File: src/rtl/frontpanel_pkg.sv
// -----------------------------------------------------------------------------
// frontpanel_pkg
//   Shared definitions for the multiplexed front panel: row numbering, switch
//   and key widths, key bit positions and small row helpers. Used by the switch
//   scanner, the LED multiplexer and the CPU control logic.
// -----------------------------------------------------------------------------
package frontpanel_pkg;

    localparam int NROWS    = 3;             // scanned rows
    localparam int NRET     = 6;             // shared return lines per row
    localparam int SR_W     = 12;            // switch register width
    localparam int KEY_W    = 6;             // momentary key count
    localparam int NSW      = SR_W + KEY_W;  // total debounced switches
    localparam int DB_CNT_W = 4;             // debounce counter width

    // Key bit positions within keys[] / keypress[]
    localparam int KEY_START    = 0;
    localparam int KEY_LOADADDR = 1;
    localparam int KEY_DEP      = 2;
    localparam int KEY_EXAM     = 3;
    localparam int KEY_CONT     = 4;
    localparam int KEY_STOP     = 5;

    // Row index: rows 0/1 carry SR[5:0]/SR[11:6], row 2 carries the keys
    typedef enum logic [1:0] {
        ROW_SR_LO = 2'd0,
        ROW_SR_HI = 2'd1,
        ROW_KEYS  = 2'd2
    } row_t;

    // One-hot row select pattern {row2,row1,row0}
    function automatic logic [NROWS-1:0] row_select(input row_t r);
        logic [NROWS-1:0] sel;
        sel = '0;
        case (r)
            ROW_SR_LO: sel = 3'b001;
            ROW_SR_HI: sel = 3'b010;
            ROW_KEYS:  sel = 3'b100;
            default:   sel = '0;
        endcase
        return sel;
    endfunction

    // Scan order 0 -> 1 -> 2 -> 0
    function automatic row_t row_advance(input row_t r);
        row_t nxt;
        nxt = ROW_SR_LO;
        case (r)
            ROW_SR_LO: nxt = ROW_SR_HI;
            ROW_SR_HI: nxt = ROW_KEYS;
            default:   nxt = ROW_SR_LO;
        endcase
        return nxt;
    endfunction

endpackage

File: src/rtl/sw_debounce.sv
// -----------------------------------------------------------------------------
// sw_debounce
//   Debounces one switch sampled once per scan frame. A reading that differs
//   from the stable level must be seen on DEBOUNCE_N consecutive samples before
//   it is accepted; any agreeing sample restarts the count.
// Ports
//   clk     in   system clock
//   rst     in   asynchronous active-high reset
//   sample  in   1-cycle strobe: raw is valid for this switch
//   raw     in   synchronised reading, 1 = closed
//   stable  out  debounced level (registered)
// -----------------------------------------------------------------------------
module sw_debounce
    import frontpanel_pkg::*;
#(
    parameter int DEBOUNCE_N = 4   // 1..15
) (
    input  logic clk,
    input  logic rst,
    input  logic sample,
    input  logic raw,
    output logic stable
);

    localparam logic [DB_CNT_W-1:0] N_ACCEPT = DB_CNT_W'(DEBOUNCE_N);

    logic [DB_CNT_W-1:0] count;

    // NOTE: sequential state uses non-blocking assignments so every flop in the
    // design samples pre-edge values, independent of process ordering.
    always_ff @(posedge clk or posedge rst) begin
        if (rst) begin
            stable <= 1'b0;
            count  <= '0;
        end else if (sample) begin
            if (raw == stable) begin
                count <= '0;
            end else if (count + 1'b1 == N_ACCEPT) begin
                stable <= raw;
                count  <= '0;
            end else begin
                count <= count + 1'b1;
            end
        end
    end

endmodule

File: src/rtl/frontpanel_switch_scanner.sv
// -----------------------------------------------------------------------------
// frontpanel_switch_scanner
//   Input side of the multiplexed front panel. Drives three one-hot row lines,
//   reads six shared active-low return lines and debounces 12 switch-register
//   toggles plus 6 momentary keys.
// Ports
//   CLK       in   1   system clock
//   RESET     in   1   asynchronous active-high reset
//   SWRET     in   6   return lines, active-low (0 = closed), async to CLK
//   SROW1     out  1   row 0 select (SR[5:0]), active-high
//   SROW2     out  1   row 1 select (SR[11:6]), active-high
//   SROW3     out  1   row 2 select (keys[5:0]), active-high
//   sr        out  12  debounced switch register, 1 = up/closed
//   keys      out  6   debounced key levels (START,LOADADDR,DEP,EXAM,CONT,STOP)
//   keypress  out  6   1-cycle pulse on each key's debounced 0->1
//   frame     out  1   1-cycle pulse after the row-2 sample (once per scan)
// -----------------------------------------------------------------------------
module frontpanel_switch_scanner
    import frontpanel_pkg::*;
#(
    parameter int SCANDIV    = 64,  // clocks per row dwell incl. blank; >= SETTLE+2
    parameter int SETTLE     = 8,   // dwell count at which returns are sampled; >= 2
    parameter int DEBOUNCE_N = 4    // consecutive differing frames to accept; 1..15
) (
    input  logic                CLK,
    input  logic                RESET,
    input  logic [NRET-1:0]     SWRET,
    output logic                SROW1,
    output logic                SROW2,
    output logic                SROW3,
    output logic [SR_W-1:0]     sr,
    output logic [KEY_W-1:0]    keys,
    output logic [KEY_W-1:0]    keypress,
    output logic                frame
);

    localparam int              DW           = $clog2(SCANDIV);
    localparam logic [DW-1:0]   DWELL_LAST   = DW'(SCANDIV - 1);
    localparam logic [DW-1:0]   DWELL_SAMPLE = DW'(SETTLE);

    // ---------------------------------------------------------------------
    // Return-line synchroniser; resets to all-open so nothing looks pressed
    // ---------------------------------------------------------------------
    logic [NRET-1:0] swret_meta;
    logic [NRET-1:0] swret_sync;
    logic [NRET-1:0] ret_closed;

    always_ff @(posedge CLK or posedge RESET) begin
        if (RESET) begin
            swret_meta <= '1;
            swret_sync <= '1;
        end else begin
            swret_meta <= SWRET;
            swret_sync <= swret_meta;
        end
    end

    assign ret_closed = ~swret_sync;

    // ---------------------------------------------------------------------
    // Dwell / row counters
    // ---------------------------------------------------------------------
    logic [DW-1:0] dwell, dwell_nxt;
    row_t          row,   row_nxt;

    // NOTE: every always_comb output gets a default first, so no path can leave
    // it unassigned and infer a latch.
    always_comb begin
        dwell_nxt = dwell + 1'b1;
        row_nxt   = row;
        if (dwell == DWELL_LAST) begin
            dwell_nxt = '0;
            row_nxt   = row_advance(row);
        end
    end

    always_ff @(posedge CLK or posedge RESET) begin
        if (RESET) begin
            dwell <= '0;
            row   <= ROW_SR_LO;
        end else begin
            dwell <= dwell_nxt;
            row   <= row_nxt;
        end
    end

    // ---------------------------------------------------------------------
    // Row drive: registered from the next counter state so the lines switch
    // cleanly on the clock edge. Reset value is the decode of row 0 / dwell 0
    // so SROW1 is up in the very first cycle after release; the RESET gate
    // holds all rows low while reset is active. The last dwell cycle is blank
    // so two rows are never driven together (break-before-make).
    // ---------------------------------------------------------------------
    logic [NROWS-1:0] srow_q;

    always_ff @(posedge CLK or posedge RESET) begin
        if (RESET) begin
            srow_q <= row_select(ROW_SR_LO);
        end else if (dwell_nxt == DWELL_LAST) begin
            srow_q <= '0;
        end else begin
            srow_q <= row_select(row_nxt);
        end
    end

    assign {SROW3, SROW2, SROW1} = srow_q & {NROWS{~RESET}};

    // ---------------------------------------------------------------------
    // Sample demux and debouncers: switch g lives on row g/NRET, line g%NRET
    // ---------------------------------------------------------------------
    logic           sample_now;
    logic [NSW-1:0] stable_all;

    assign sample_now = (dwell == DWELL_SAMPLE);

    for (genvar g = 0; g < NSW; g++) begin : g_sw
        logic strobe;
        assign strobe = sample_now && (row == row_t'(2'(g / NRET)));

        sw_debounce #(
            .DEBOUNCE_N (DEBOUNCE_N)
        ) u_db (
            .clk    (CLK),
            .rst    (RESET),
            .sample (strobe),
            .raw    (ret_closed[g % NRET]),
            .stable (stable_all[g])
        );
    end

    assign sr   = stable_all[SR_W-1:0];
    assign keys = stable_all[NSW-1:SR_W];

    // ---------------------------------------------------------------------
    // Press edge detect and frame strobe. keypress combines two flops that
    // change on different edges, so it cannot glitch.
    // ---------------------------------------------------------------------
    logic [KEY_W-1:0] keys_prev;

    always_ff @(posedge CLK or posedge RESET) begin
        if (RESET) begin
            keys_prev <= '0;
            frame     <= 1'b0;
        end else begin
            keys_prev <= keys;
            frame     <= sample_now && (row == ROW_KEYS);
        end
    end

    assign keypress = keys & ~keys_prev;

endmodule
File: config.mk
export PLATFORM = sky130hd
export DESIGN_NAME = frontpanel_switch_scanner
export DESIGN_NICKNAME = d
export VERILOG_FILES = /design/src/rtl/frontpanel_pkg.sv /design/src/rtl/sw_debounce.sv /design/src/rtl/frontpanel_switch_scanner.sv
export SDC_FILE = /design/constraint.sdc
export NUM_CORES = 1
export LEC_CHECK = 0
export ABC_AREA = 1
export BUFFER_PORTS_ARGS = -buffer_cell sky130_fd_sc_hd__buf_2
export CAP_MARGIN = 20
export CORE_MARGIN = 2
export CORE_UTILIZATION = 66
export CTS_CLUSTER_SIZE = 8
export DETAILED_ROUTE_END_ITERATION = 7
export PLACE_DENSITY = 0.95
export REMOVE_ABC_BUFFERS = 1
export SLEW_MARGIN = 20
export SYNTH_ARGS = -nofsm -noshare
export SYNTH_HDL_FRONTEND = slang
export SYNTH_SLANG_ARGS = --single-unit
File: constraint.sdc
create_clock -name CLK -period 5.3 [get_ports CLK]
set_input_delay 0 -clock CLK [delete_from_list [all_inputs] [get_ports CLK]]
set_output_delay 0 -clock CLK [all_outputs]
set_load 0.02 [all_outputs]
==> summary.md <==
| Metric | Value |
|---|---|
| Final Net Count | 757 |
| Number of antenna diodes | 0 |
| Grt total ovfl | 0 |
| GPL Wtd Cong | 0.8556 |
| Startpoint Class | flip-flop |
| Floorplan die width | roughly 100 um |
| WP data arrival | 2.57 ns |
| DP HPWL | 8783 um |
| Post-synth EDFFs | 0 |
| PnR worst setup slack | between 3 and 4 ns |
| Slew @ Worst Pin | roughly 0.90 ns |
| Via count | a little under 5,000 |
| H-tree levels | 4 |
| Die H | 100.3 um |
| Post-synth top cells | nand2_1 (172), dfrtp_1 (107), inv_1 (81) |
| Final ANT Viol Nets | 0 |
| Leakage | about 0.0036 uW |
| Post-Syn Area per Cell | 8.843 um^2 |
| RSZ-0062 raised after global routing | false |
| Clock Sinks | 120 |
| Yosys reg bits | 120 |
| Final Non-Filler Cells | 849 |
| Final worst path period share | 40.37% |
| Syn-to-layout area delta | 13.21% |
| Synth area leaders | dfrtp_1 (44%), nand2_1 (11%), dfstp_2 (5.6%) |
| Layout Skew | 0.009893 ns |
| Proportion of layout cells with a drive suffix above 1 | 15.72% |
| Crit. End Element | flip-flop |
| DR iter-0 viols | 386 |
| Hold_ws | 0.1070 ns |
| Post-synth top area share | between 40% and 50% |
| Count leader, synth | nand2_1 |
| Async set-reset flop share out of synthesis | 100.0% |
| Routed wire length | 13,780 um |
| Top Family by Delay on Critical Path | simple AND/OR/NAND/NOR gates |
| Cells after DPL | between 800 and 900 |
| Hold Path Class | in2async |
| Die area | 10,060 um^2 |
| Max-cap viol count | 0 |
| Peak supply drop | 305.1 uV |
| Launching point of the worst reg2reg path | dwell[0] |
| Number of CTS-inserted buffers | 17 |
| Setup TNS | 0 ns |
| Gr usage total | 29.87% |
| First-pass GRT wire length | 23,490 um |
| Slowest stage cell on the critical path | nor3_4 |
| Via density | 5.782 |
| YS warnings | 0 |
| Synthesized cell area | 6120 um^2 |
| Final Max Slew Viols | 0 |
| WL/cell | 16.23 um |
| Root buffer cell | clkbuf_8 |
| Setup CP Type | reg2reg |
| Ys flop type | dfrtp_1 |
| Fill count | 564 |
| Cell taking the most area after synthesis | dfrtp_1 |
| Clk buf depth | 2 |
| Worst-path clk slew | 0.06 ns |
| Initial Util | between 60% and 70% |
| Fmax achieved | 467.4 MHz |
| Final Setup Violations | 0 |
| Critical path buffer and inverter count | 1 |
| Vias in the first global route | just over 5,000 |
| Status | finished, final reports clean |
| Port bufs | 35 |
| Sequential fraction of the synthesis area | 49.34% |
| Slew headroom | 39.97% |
| Critical Path Start | dwell[0] |
| Mapped Cells | 692 |
| Core area | approximately 9100 um^2 |
| Worst-skew pair later-pin latency | 0.53 ns |
| Final hold vios | 0 |
| Critical Path RT | 5.73 ns |
| Slowest cell delay on critical path | 0.68 ns |
| Pin count of the biggest net entering global routing | between 70 and 80 |
| Residual DRC | 0 |
| 1st-pass router iterations | 6 |
| Row cnt | 35 |
| Pre-CTS WS | 3.257 ns |
| Cell variety after synth | 33 |
| Critical path cell sequence | inv_1, ha_1, nand3_4, nor3_4, nand2_1, o21ai_0 |
| Worst-path fanout max | 23 |
| I/O Pins | 36 |
| Initial antenna violation count | 0 |
| PD cells | 314.9 nW/um^2 |
| TritonCTS clock tree | done |
| Shortest period the worst path allows | about 2.1 ns |
| Postcts setup bufs | 0 |
[per-layer routing]
metal | routed length (um) | global-route usage, % | vias up
met3 | 628 | 7.730 | 46
met1 | 5415 | 34.77 | 2417
li1 | - | - | 2272
met5 | 0 | 0 | -
met2 | 7418 | 52.30 | 174
met4 | 320 | 12.75 | 0
[worst paths after layout]
path                                          end  slack (ns)  cells past startpoint
setup / recovery           g_sw[12].u_db.count[2]        3.16                      6
setup reg to reg           g_sw[12].u_db.count[2]        3.16                      6
min in group CLK                    swret_meta[0]        0.11                      2
hold reg to reg                     swret_sync[3]        0.35                      0
hold / removal               g_sw[17].u_db.stable        0.11                      3
max in group asynchronous   g_sw[8].u_db.count[1]        3.89                      4
[worst reg2reg max path: cells and delay by family (launching register included)]
family	cells	cell delay, ns
simple gates	3	1.03
flops	1	0.43
compound gates	1	0.27
fa+ha+maj	1	0.20
buf+inv	1	0.11
[logic make-up (layout without fill, tap and decap cells)]
kind of cell / after synthesis / count (layout) / share of synthesized area, %
buffers and inverters: 112 / 158 / 8.403
AND/OR/NAND/NOR: 309 / 309 / 23.19
adder cells (fa/ha/maj): 24 / 24 / 4.907
AO/OA/AOI/OAI: 85 / 85 / 8.158
XOR/XNOR: 42 / 42 / 6.011
flip-flops: 120 / 120 / 49.34
[per-stage QoR]
step	power [uW]	utilization, %	area, um^2
final	2182	76.06	6928
after global routing	2236	76.06	6928
after CTS	2183	76.06	6928
after detailed placement	991.3	68.52	6241
after global placement	989.3	68.52	6241
after floorplan	976.1	-	5917
[flip-flops by register name, indices dropped and copies added (netlist names)]
register and count:
keys_prev 6, g_sw.u_db.count 72, swret_sync 6, frame 1
dwell 6, swret_meta 6, g_sw.u_db.stable 18, srow_q 3
row 2
[cells in the final DEF, fill, tap and decap left out, types with 7 or more instances in the layout]
cell / count
nor2_1: 37
dfstp_2: 13
o22ai_1: 15
clkbuf_16: 16
xor2_1: 31
ha_1: 24
dfrtp_1: 107
o21ai_0: 48
nand2_1: 172
o21ai_2: 12
inv_1: 80
or2_2: 8
buf_2: 35
dlygate4sd3_1: 7
nand4_1: 13
nand3b_1: 8
nand3_1: 52
xnor2_1: 11
[power breakdown]
group / switching, uW / internal (uW)
registers: 10.1 / 928
clock network: 437 / 764
logic: 28.7 / 13.6
total: 476 / 1710
[timing repair]
item                      4_1_cts  5_1_grt
hold endpoints to repair       52        0
gates resized for setup         0        0
hold buffers                    7        0
[layout make-up]
type	count	area (um^2)	area share, %
tap	111	138.9	2.005
clock buffer	17	414.1	5.978
inverter	83	314.1	4.533
multi-input combinational	460	2586	37.33
timing repair buffer	43	252.7	3.648
clock inverter	15	202.7	2.926
sequential	120	3019	43.58
(Power assumes the default switching activity.)
